**config.mk**
```make
export PLATFORM = sky130hd
export DESIGN_NAME = mem_stage_lsu_flat
export DESIGN_NICKNAME = d
export VERILOG_FILES = /design/src/rtl/lsu_pkg.sv /design/src/rtl/mem_stage_lsu_if.sv /design/src/rtl/mem_stage_lsu_load_align.sv /design/src/rtl/mem_stage_lsu.sv /design/src/flat_wrapper.sv
export SDC_FILE = /design/constraint.sdc
export NUM_CORES = 1
export LEC_CHECK = 0
export CORE_MARGIN = 3
export CORE_UTILIZATION = 30
export CTS_CLUSTER_SIZE = 30
export DETAILED_ROUTE_END_ITERATION = 10
export PLACE_DENSITY = 0.66
export SLEW_MARGIN = 20
export SYNTH_ARGS = -nofsm -noshare
export SYNTH_HDL_FRONTEND = slang
export SYNTH_SLANG_ARGS = --single-unit
```
**constraint.sdc**
```tcl
create_clock -name clk -period 4.8 [get_ports clk]
set_input_delay 0.72 -clock clk [delete_from_list [all_inputs] [get_ports clk]]
set_output_delay 0.72 -clock clk [all_outputs]
set_load 0.02 [all_outputs]
```
**src/rtl/lsu_pkg.sv**
```systemverilog
`default_nettype none
// ============================================================================
//  Module   : lsu_pkg
//  Purpose  : Shared types and constants for the MEM-stage load/store unit:
//             FSM state encoding, RV32 funct3 access codes, the access-size
//             decode helper and the timeout counter width.
//  Revision : 1.0  initial release
// ============================================================================
package lsu_pkg;

    typedef enum logic [1:0] {
        IDLE = 2'd0,
        REQ  = 2'd1,
        WAIT = 2'd2,
        DONE = 2'd3
    } lsu_state_e;

    typedef enum logic [1:0] {
        SZ_B = 2'd0,
        SZ_H = 2'd1,
        SZ_W = 2'd2
    } lsu_size_e;

    localparam logic [2:0] F3_B  = 3'b000;
    localparam logic [2:0] F3_H  = 3'b001;
    localparam logic [2:0] F3_W  = 3'b010;
    localparam logic [2:0] F3_BU = 3'b100;
    localparam logic [2:0] F3_HU = 3'b101;

    localparam int TMO_CNT_W = 16;

    // Size comes from funct3[1:0]; the reserved codes 011/110/111 have
    // bit 1 set and therefore fall into the word bucket.
    function automatic lsu_size_e f3_size(input logic [1:0] f3_lo);
        case (f3_lo)
            2'b00:   f3_size = SZ_B;
            2'b01:   f3_size = SZ_H;
            default: f3_size = SZ_W;
        endcase
    endfunction

endpackage
`default_nettype wire

```
**src/rtl/mem_stage_lsu_if.sv**
```systemverilog
`default_nettype none
// ============================================================================
//  Module   : mem_stage_lsu_if
//  Purpose  : Data-memory req/gnt/rvalid bus between the LSU and memory.
//  Ports    : master = LSU side (drives request fields, receives gnt/rvalid/
//             rdata); slave = memory side.
//  Revision : 1.0  initial release
// ============================================================================
interface mem_stage_lsu_if;
    logic        dmem_req;
    logic        dmem_we;
    logic [31:0] dmem_addr;
    logic [3:0]  dmem_be;
    logic [31:0] dmem_wdata;
    logic        dmem_gnt;
    logic        dmem_rvalid;
    logic [31:0] dmem_rdata;

    modport master (
        output dmem_req, dmem_we, dmem_addr, dmem_be, dmem_wdata,
        input  dmem_gnt, dmem_rvalid, dmem_rdata
    );

    modport slave (
        input  dmem_req, dmem_we, dmem_addr, dmem_be, dmem_wdata,
        output dmem_gnt, dmem_rvalid, dmem_rdata
    );
endinterface
`default_nettype wire

```
**src/rtl/mem_stage_lsu_load_align.sv**
```systemverilog
`default_nettype none
// ============================================================================
//  Module   : lsu_load_align
//  Purpose  : Combinational load extraction: selects the byte / halfword /
//             word addressed within the read word and sign- or zero-extends.
//  Ports    : rdata  - raw 32-bit word from memory
//             offset - byte offset (address bits [1:0])
//             funct3 - RV32 load funct3 (bit 2 = unsigned)
//             result - aligned, extended 32-bit load value
//  Revision : 1.0  initial release
// ============================================================================
module lsu_load_align
    import lsu_pkg::*;
(
    input  logic [31:0] rdata,
    input  logic [1:0]  offset,
    input  logic [2:0]  funct3,
    output logic [31:0] result
);

    logic [7:0]  byte_sel;
    logic [15:0] half_sel;
    logic        ext_bit_b;
    logic        ext_bit_h;

    always_comb begin
        case (offset)
            2'd0:    byte_sel = rdata[7:0];
            2'd1:    byte_sel = rdata[15:8];
            2'd2:    byte_sel = rdata[23:16];
            default: byte_sel = rdata[31:24];
        endcase
        half_sel  = offset[1] ? rdata[31:16] : rdata[15:0];
        ext_bit_b = byte_sel[7]  & ~funct3[2];
        ext_bit_h = half_sel[15] & ~funct3[2];

        case (f3_size(funct3[1:0]))
            SZ_B:    result = {{24{ext_bit_b}}, byte_sel};
            SZ_H:    result = {{16{ext_bit_h}}, half_sel};
            default: result = rdata;
        endcase
    end

endmodule
`default_nettype wire

```
**src/rtl/mem_stage_lsu.sv**
```systemverilog
`default_nettype none
// ============================================================================
//  Module   : mem_stage_lsu
//  Purpose  : MEM-stage load/store unit. Generates byte enables and lane-
//             replicated store data, runs the req/gnt/rvalid handshake,
//             extracts load data, stalls the pipeline while an access is
//             outstanding and forces completion on a bus timeout.
//  Ports    : clk, reset (async, active-high)
//             valid_in, mem_read_in, mem_write_in, funct3_in, addr_in,
//             store_data_in            - EX/MEM slot
//             dmem (master modport)    - data-memory bus
//             load_data_out            - to MEM/WB memory-data input
//             stall_out, done_out, bus_err_out, misaligned_out
//  Options  : LSU_MISALIGN_TRAP_EN - trap misaligned half/word accesses
//             without issuing a bus request.
//  Revision : 1.0  initial release
// ============================================================================
module mem_stage_lsu
    import lsu_pkg::*;
#(
    parameter int TIMEOUT_CYCLES = 64
)(
    input  logic                  clk,
    input  logic                  reset,
    input  logic                  valid_in,
    input  logic                  mem_read_in,
    input  logic                  mem_write_in,
    input  logic [2:0]            funct3_in,
    input  logic [31:0]           addr_in,
    input  logic [31:0]           store_data_in,
    mem_stage_lsu_if.master       dmem,
    output logic [31:0]           load_data_out,
    output logic                  stall_out,
    output logic                  done_out,
    output logic                  bus_err_out,
    output logic                  misaligned_out
);

    localparam bit TMO_EN   = (TIMEOUT_CYCLES != 0);
    localparam int TMO_LAST = TMO_EN ? TIMEOUT_CYCLES - 1 : 0;
    localparam logic [TMO_CNT_W-1:0] TMO_LAST_CNT = TMO_CNT_W'(TMO_LAST);

    lsu_state_e           state_q,     state_d;
    logic [31:0]          addr_q,      addr_d;
    logic                 we_q,        we_d;
    logic [3:0]           be_q,        be_d;
    logic [31:0]          wdata_q,     wdata_d;
    logic [2:0]           funct3_q,    funct3_d;
    logic [1:0]           off_q,       off_d;
    logic [TMO_CNT_W-1:0] cnt_q,       cnt_d;
    logic [31:0]          load_data_q, load_data_d;
    logic                 bus_err_q,   bus_err_d;
    logic                 misal_q,     misal_d;

    logic        access;
    logic        is_store;
    lsu_size_e   size_in;
    logic [3:0]  be_new;
    logic [31:0] wdata_new;
    logic        misal_hit;
    logic        tmo_hit;
    logic [31:0] load_result;

    // Read wins when both read and write are asserted.
    assign access   = valid_in & (mem_read_in | mem_write_in);
    assign is_store = mem_write_in & ~mem_read_in;
    assign size_in  = f3_size(funct3_in[1:0]);

    always_comb begin
        case (size_in)
            SZ_B: begin
                be_new    = 4'b0001 << addr_in[1:0];
                wdata_new = {4{store_data_in[7:0]}};
            end
            SZ_H: begin
                be_new    = addr_in[1] ? 4'b1100 : 4'b0011;
                wdata_new = {2{store_data_in[15:0]}};
            end
            default: begin
                be_new    = 4'b1111;
                wdata_new = store_data_in;
            end
        endcase
    end

`ifdef LSU_MISALIGN_TRAP_EN
    assign misal_hit = ((size_in == SZ_H) &  addr_in[0]) |
                       ((size_in == SZ_W) & (addr_in[1:0] != 2'b00));
`else
    assign misal_hit = 1'b0;
`endif

    assign tmo_hit = TMO_EN && (cnt_q == TMO_LAST_CNT);

    lsu_load_align u_load_align (
        .rdata  (dmem.dmem_rdata),
        .offset (off_q),
        .funct3 (funct3_q),
        .result (load_result)
    );

    always_comb begin
        state_d     = state_q;
        addr_d      = addr_q;
        we_d        = we_q;
        be_d        = be_q;
        wdata_d     = wdata_q;
        funct3_d    = funct3_q;
        off_d       = off_q;
        cnt_d       = cnt_q;
        load_data_d = load_data_q;
        bus_err_d   = 1'b0;
        misal_d     = 1'b0;

        case (state_q)
            IDLE: begin
                cnt_d = '0;
                if (access) begin
                    addr_d   = {addr_in[31:2], 2'b00};
                    we_d     = is_store;
                    be_d     = be_new;
                    wdata_d  = wdata_new;
                    funct3_d = funct3_in;
                    off_d    = addr_in[1:0];
                    if (misal_hit) begin
                        state_d = DONE;
                        misal_d = 1'b1;
                        if (!is_store) begin
                            load_data_d = '0;
                        end
                    end else begin
                        state_d = REQ;
                    end
                end
            end
            REQ: begin
                cnt_d = cnt_q + 1'b1;
                // A granted store is complete; a granted load still needs
                // its data, so a timeout on the grant cycle still aborts it.
                if (dmem.dmem_gnt && we_q) begin
                    state_d = DONE;
                end else if (tmo_hit) begin
                    state_d     = DONE;
                    bus_err_d   = 1'b1;
                    load_data_d = '0;
                end else if (dmem.dmem_gnt) begin
                    state_d = WAIT;
                end
            end
            WAIT: begin
                cnt_d = cnt_q + 1'b1;
                if (dmem.dmem_rvalid) begin
                    state_d     = DONE;
                    load_data_d = load_result;
                end else if (tmo_hit) begin
                    state_d     = DONE;
                    bus_err_d   = 1'b1;
                    load_data_d = '0;
                end
            end
            default: begin
                state_d = IDLE;
                cnt_d   = '0;
            end
        endcase
    end

    always_ff @(posedge clk or posedge reset) begin
        if (reset) begin
            state_q     <= IDLE;
            addr_q      <= '0;
            we_q        <= 1'b0;
            be_q        <= '0;
            wdata_q     <= '0;
            funct3_q    <= '0;
            off_q       <= '0;
            cnt_q       <= '0;
            load_data_q <= '0;
            bus_err_q   <= 1'b0;
            misal_q     <= 1'b0;
        end else begin
            state_q     <= state_d;
            addr_q      <= addr_d;
            we_q        <= we_d;
            be_q        <= be_d;
            wdata_q     <= wdata_d;
            funct3_q    <= funct3_d;
            off_q       <= off_d;
            cnt_q       <= cnt_d;
            load_data_q <= load_data_d;
            bus_err_q   <= bus_err_d;
            misal_q     <= misal_d;
        end
    end

    assign dmem.dmem_req   = (state_q == REQ);
    assign dmem.dmem_we    = we_q;
    assign dmem.dmem_addr  = addr_q;
    assign dmem.dmem_be    = be_q;
    assign dmem.dmem_wdata = wdata_q;

    assign load_data_out  = load_data_q;
    assign done_out       = (state_q == DONE);
    assign bus_err_out    = bus_err_q;
    assign misaligned_out = misal_q;
    // Released in DONE so the pipeline advances on the DONE clock edge.
    assign stall_out      = ((state_q == IDLE) & access) |
                            (state_q == REQ) | (state_q == WAIT);

endmodule
`default_nettype wire

```
**src/flat_wrapper.sv**
```systemverilog
// flat-port wrapper written by rule: the top's interface ports become plain ports
module mem_stage_lsu_flat import lsu_pkg::*;
#(
    parameter int TIMEOUT_CYCLES = 64
)
  (clk, reset, valid_in, mem_read_in, mem_write_in, funct3_in, addr_in, store_data_in, load_data_out, stall_out, done_out, bus_err_out, misaligned_out, dmem_dmem_req, dmem_dmem_we, dmem_dmem_addr, dmem_dmem_be, dmem_dmem_wdata, dmem_dmem_gnt, dmem_dmem_rvalid, dmem_dmem_rdata);
  mem_stage_lsu_if dmem_i ();
  input  logic clk;
  input  logic reset;
  input  logic valid_in;
  input  logic mem_read_in;
  input  logic mem_write_in;
  input  logic [2:0] funct3_in;
  input  logic [31:0] addr_in;
  input  logic [31:0] store_data_in;
  output logic [31:0] load_data_out;
  output logic stall_out;
  output logic done_out;
  output logic bus_err_out;
  output logic misaligned_out;
  output wire logic [$bits(dmem_i.dmem_req)-1:0] dmem_dmem_req;
  output wire logic [$bits(dmem_i.dmem_we)-1:0] dmem_dmem_we;
  output wire logic [$bits(dmem_i.dmem_addr)-1:0] dmem_dmem_addr;
  output wire logic [$bits(dmem_i.dmem_be)-1:0] dmem_dmem_be;
  output wire logic [$bits(dmem_i.dmem_wdata)-1:0] dmem_dmem_wdata;
  input wire logic [$bits(dmem_i.dmem_gnt)-1:0] dmem_dmem_gnt;
  input wire logic [$bits(dmem_i.dmem_rvalid)-1:0] dmem_dmem_rvalid;
  input wire logic [$bits(dmem_i.dmem_rdata)-1:0] dmem_dmem_rdata;
  assign dmem_dmem_req = dmem_i.dmem_req;
  assign dmem_dmem_we = dmem_i.dmem_we;
  assign dmem_dmem_addr = dmem_i.dmem_addr;
  assign dmem_dmem_be = dmem_i.dmem_be;
  assign dmem_dmem_wdata = dmem_i.dmem_wdata;
  assign dmem_i.dmem_gnt = dmem_dmem_gnt;
  assign dmem_i.dmem_rvalid = dmem_dmem_rvalid;
  assign dmem_i.dmem_rdata = dmem_dmem_rdata;
  mem_stage_lsu #(.TIMEOUT_CYCLES(TIMEOUT_CYCLES)) u_core (.clk(clk), .reset(reset), .valid_in(valid_in), .mem_read_in(mem_read_in), .mem_write_in(mem_write_in), .funct3_in(funct3_in), .addr_in(addr_in), .store_data_in(store_data_in), .dmem(dmem_i), .load_data_out(load_data_out), .stall_out(stall_out), .done_out(done_out), .bus_err_out(bus_err_out), .misaligned_out(misaligned_out));
endmodule
```
# ---- After elaboration in Yosys (flattened, before gate mapping)
# Index checks and enable logic that the tools add are counted.
# Widths: inputs -> output; s select.
dict set report totals {
  reg_bits 123
  latch_bits 0
  ramBits 0
  mem_bits_ro 0
  in_bits 106
  output_inout_bits 106
  word_cells 72
  memories 0
}
dict set report classes {
  add_sub_neg 1
  n_mul 0
  n_div 0
  order_cmp 0
  eq_ne 14
  n_shift 1
  mux 24
  bitwise_logic 10
  n_reduce_logical 12
}
# operator count
set op_table {}
lappend op_table {{$pmux 32 s2} 3}
lappend op_table {{$mux 32} 3}
lappend op_table {{$mux 16} 2}
lappend op_table {{$pmux 8 s3} 1}
lappend op_table {{$add 16x1->16 const B} 1}
lappend op_table {{$eq 16x6->1 const B} 1}
lappend op_table {{$eq 2x1->1 const B} 6}
lappend op_table {{$logic_not 2->1} 6}
lappend op_table {{$mux 2} 6}
lappend op_table {{$pmux 2 s2} 2}
lappend op_table {{$pmux 4 s2} 1}
lappend op_table {{$eq 2x2->1 const B} 3}
lappend op_table {{$pmux 2 s3} 1}
lappend op_table {{$and 1x1->1} 5}
lappend op_table {{$mux 4} 1}
lappend op_table {{$ne 4x1->1 const B} 1}
lappend op_table {{$reduce_and 2->1} 2}
lappend op_table {{$shl 1x2->4 const A} 1}
lappend op_table {{$mux 1} 3}
lappend op_table {{$ne 3x2->1 const B} 1}
lappend op_table {{$or 1x1->1} 3}
lappend op_table {{$reduce_and 3->1} 1}
lappend op_table {{$ne 2x1->1 const B} 1}
lappend op_table {{$ne 2x2->1 const B} 1}
lappend op_table {{5 further kinds} 6}

# ---- Logic depth before layout (Yosys ltp)
dict set report logic_depth {
  word_depth 6
  mapped_depth 8
  mapped_depth_nobuf 6
}

# ---- Modules after synthesis
# A second synthesis with hierarchy kept.
dict set report unflattened {
  hier_cells 538
  hier_area_um2 5929.4
}
# mod instances cells_per_inst area_per_inst_um2 seq_area_each_um2
set by_module_without_submodules {}
lappend by_module_without_submodules {mem_stage_lsu 1 423 5208.7 3078.0}
lappend by_module_without_submodules {lsu_load_align 1 115 720.7 0.0}

# ---- Worst setup path after synthesis
# Ideal clock, no wire load.
dict set report synth_timing {
  path_kind {input to output}
  start {in mem_write_in}
  end {out stall_out}
  t_arrival_ps 1560
  required_time_ps 4080
  slack_ps 2520
  path_stages 4
  n_path_buf 2
  path_cell_list {o211ai_1 -> buf_2 -> clkbuf_1 -> nand2_1}
}
dict set report synth_via {
  elab_chain_len 5
}
# item line_no
set synth_rtl {}
lappend synth_rtl {{from (decl)} flat_wrapper.sv:12} ;# input logic mem_write_in;
lappend synth_rtl {{$or 1x1->1} mem_stage_lsu.sv:65} ;# assign access = valid_in & (mem_read_in | mem_write_in);
lappend synth_rtl {{$and 1x1->1} mem_stage_lsu.sv:65}
lappend synth_rtl {{$and 1x1->1} mem_stage_lsu.sv:207} ;# assign stall_out = ((state_q == IDLE) & access) |
lappend synth_rtl {{$or 1x1->1} mem_stage_lsu.sv:207}
lappend synth_rtl {{$or 1x1->1} mem_stage_lsu.sv:208} ;# (state_q == REQ) | (state_q == WAIT);
lappend synth_rtl {{to (decl)} flat_wrapper.sv:17} ;# output logic stall_out;
# Every way passes these cells.

# ---- Worst setup path in the final report
# Ends and elaborated chain as after synthesis.

==> reports/qor.txt <==
R2R Setup Slk = 2.14 ns
Clock Tree Buf Depth = 2
Slowest Stage Delay on Critical Path = 0.56 ns
post-cts sizing count = 0
# H-tree levels = 4
warnings from Yosys = 0
WP buf/inv = 3
Top Ports = 212
sequential area share after synthesis = 51.5%
Most Frequent Cell on Critical Path = clkdlybuf4s50_1
min Tclk post-route = 3.13 ns
drt first pass iters = 5
largest net degree at the start of global routing = 68
Nets = 848
share of layout cells above drive strength 1 = 12.3%
Hold Buf Count CTS = 0
WP data required = 4.08 ns
Max Slew Vio Count = 0
routability cong. = 0.759
vias in the first global route = 4,937
Ant. Diodes = 0
RR Startpoint = u_core.state_q[1]$_DFFE_PP0P_
Std-Cell Rows = 51
initial core utilization = 30.6%
die width = 147 um
Slowest cell on crit path = clkdlybuf4s50_1
Hold Fails Final Rpt = 0
Post-Route WL = 17,300 um
Synth top area share = 51.5%
Post-synth top flop = dfrtp_1
Post-Syn Area = 0.00598 sq mm
Synth area leader = dfrtp_1
Place WS = 1.65 ns
clock skew = 0.00986 ns
Hold Path Cell Cnt = 1
DRT iter0 DRCs = 226
antenna-violating nets left = 0
clk_lat worst skew = 0.42 ns
setup ws final = 1.67 ns
Post-synth EDFFs = 0
Syn Inst Count = 544
CP Data Arrival Time = 2.41 ns
largest cells by area after synthesis = dfrtp_1 51%, mux2_2 8.1%, mux2i_1 4.7%
vias post-DR = 4,924
CTS sink count = 123
area of the core region = 0.0195 sq mm
# setup viols final = 0
Power Dens Cells = 653 mW/mm^2
Clk pin slew, worst setup/hold paths = 0.05 ns
vias per std cell = 4.85
dpl hpwl = 12,400 um
ys async rst share = 100%
Hold Crit Start = u_core.cnt_q[0]$_DFF_PP0_
GRT Overall Usage = 16.0%
die area = 0.0217 sq mm
first-pass GRT wire length = 27,700 um
setup TNS = 0 ns
RR Endpoint = u_core.load_data_out[29]$_DFFE_PP0P_
synth unique cells = 55
Post-CTS Setup Bufs = 0
CTS tree = done
Root Buffer = clkbuf_16
Maximum Capacitance Violations = 0
DRC viols = 0
worst-path maximum fanout = 35
VDD IR max = 332 uV
Synth Register Bits = 123
critical path launch point type = input port
critical path type = input port to primary output
Hold/Removal Path Class = flop to flop
status = finished clean
Leakage Power = 3.73 nW
Hold Path End = u_core.cnt_q[0]$_DFF_PP0_
RSZ-0062 raised after global routing = no
Worst Setup End Kind = primary output
Port-buffer cells = 208
WL per Instance = 17.0 um
final period utilization = 65.1%
Syn Area/Cell = 11.0 sq um
synth-to-layout area growth = 47.6%
crit-path cells = clkdlybuf4s50_1 -> o211ai_1 -> buf_4 -> nand2_1 -> clkdlybuf4s50_1
initial antenna violation count = 0
reg2reg path depth = 6
total gr overflow = 0
f_max = 320 MHz
die height = 147 um
Slew @ Worst Pin = 1.00 ns
Rel. slew slack = 33.3%
CTS buffer count = 17
Largest delay share family, worst path = buffers and inverters
==> layout make-up <==
cell class,instances,area [sq um]
clock buffers,18,439
repair buffers,214,2130
flip-flops and latches,123,3080
inverters,11,43.8
well taps,265,332
fillers,1860,10700
multi-input cells,370,2660
clock inverters,14,146
==> routing by layer <==
metal  up-vias  GRT usage [%]  wire (um)
met5         -              0          0
met4         0           5.59        324
met3        25           5.43       1380
met2       190           23.8       7770
met1      2361           21.9       7820
li1       2348              -          -
==> worst max path at each step <==
| stage | start | endpoint | slack, ns | cells past startpoint |
|---|---|---|---|---|
| after floorplan | reset | u_core.bus_err_out$_DFF_PP0_ | 0.81 | 1 |
| after global placement | mem_write_in | stall_out | 1.66 | 5 |
| after detailed placement | mem_write_in | stall_out | 1.65 | 5 |
| after CTS | mem_write_in | stall_out | 1.64 | 5 |
| after global routing | mem_write_in | stall_out | 1.50 | 5 |
| final | mem_write_in | stall_out | 1.67 | 5 |
==> Yosys cell counts (5+ instances only) <==
cell type / n
mux2i_1: 28
a21oi_1: 18
a211oi_1: 6
a22o_1: 18
mux2_2: 43
and2_1: 12
nor2_1: 15
inv_1: 10
o21ai_1: 11
dfrtp_1: 123
nand2_1: 54
nor2b_1: 11
buf_4: 6
o21ai_0: 38
ha_1: 5
nand2b_1: 5
nand3_1: 7
xnor2_1: 9
clkbuf_1: 18
o21bai_1: 12
buf_2: 13
nor3_1: 8
a21o_1: 7
a32o_1: 6
o2bb2ai_1: 9
a221oi_1: 9
==> power breakdown <==
| part | leakage [nW] | switching (mW) | internal (mW) | total [mW] |
|---|---|---|---|---|
| Combinational | 1.91 | 1.41 | 1.31 | 2.72 |
| Clock | 0.282 | 0.491 | 0.779 | 1.27 |
| Sequential | 1.54 | 0.297 | 1.47 | 1.77 |
| Total | 3.73 | 2.19 | 3.56 | 5.76 |
==> through the flow <==
| stage | cell area [sq um] | util (%) | hold slack (ns) | std cells | total power, mW |
|---|---|---|---|---|---|
| after floorplan | 5990 | - | 0.424 | 546 | 3.32 |
| after global placement | 8240 | 42.2 | 0.448 | 983 | 4.49 |
| after detailed placement | 8240 | 42.2 | 0.457 | 983 | 4.53 |
| after CTS | 8820 | 45.2 | 0.466 | 1015 | 5.83 |
| after global routing | 8820 | 45.2 | 0.487 | 1015 | 6.11 |
| final | 8820 | 45.2 | 0.457 | 1015 | 5.76 |
==> sequential cells by signal (all words and copies together) (netlist names) <==
| signal | cells |
|---|---|
| u_core.dmem.dmem_be | 4 |
| u_core.state_q | 2 |
| u_core.dmem.dmem_addr | 30 |
| u_core.bus_err_out | 1 |
| u_core.funct3_q | 3 |
| u_core.off_q | 2 |
| u_core.dmem.dmem_wdata | 32 |
| u_core.cnt_q | 16 |
| u_core.dmem.dmem_we | 1 |
| u_core.load_data_out | 32 |
==> cells in the final DEF, fill, tap and decap left out, types with 9 or more instances in the layout <==
cell type / netlist / final
nor2_1: 15 / 15
a21oi_1: 18 / 18
dfrtp_1: 123 / 123
o21ai_0: 38 / 38
inv_1: 10 / 9
o2bb2ai_1: 9 / 9
o21bai_1: 12 / 12
nor2b_1: 11 / 11
clkbuf_16: 0 / 17
o21ai_1: 11 / 11
and2_1: 12 / 12
nand2_1: 54 / 54
mux2_2: 43 / 43
clkdlybuf4s50_1: 0 / 208
mux2i_1: 28 / 28
xnor2_1: 9 / 9
a221oi_1: 9 / 9
a22o_1: 18 / 18
==> cell families after synthesis <==
group	after synthesis	synth area share, %
muxes	73	13.4
buffers and inverters	53	4.23
xor gates and xnor gates	10	1.47
and+or+nand+nor	128	11.0
other	1	0.0627
DFF	123	51.5
AOI/OAI and AO/OA	151	17.4
adders and majority gates	5	1.05
No activity file was read; power rests on OpenSTA's default activity.
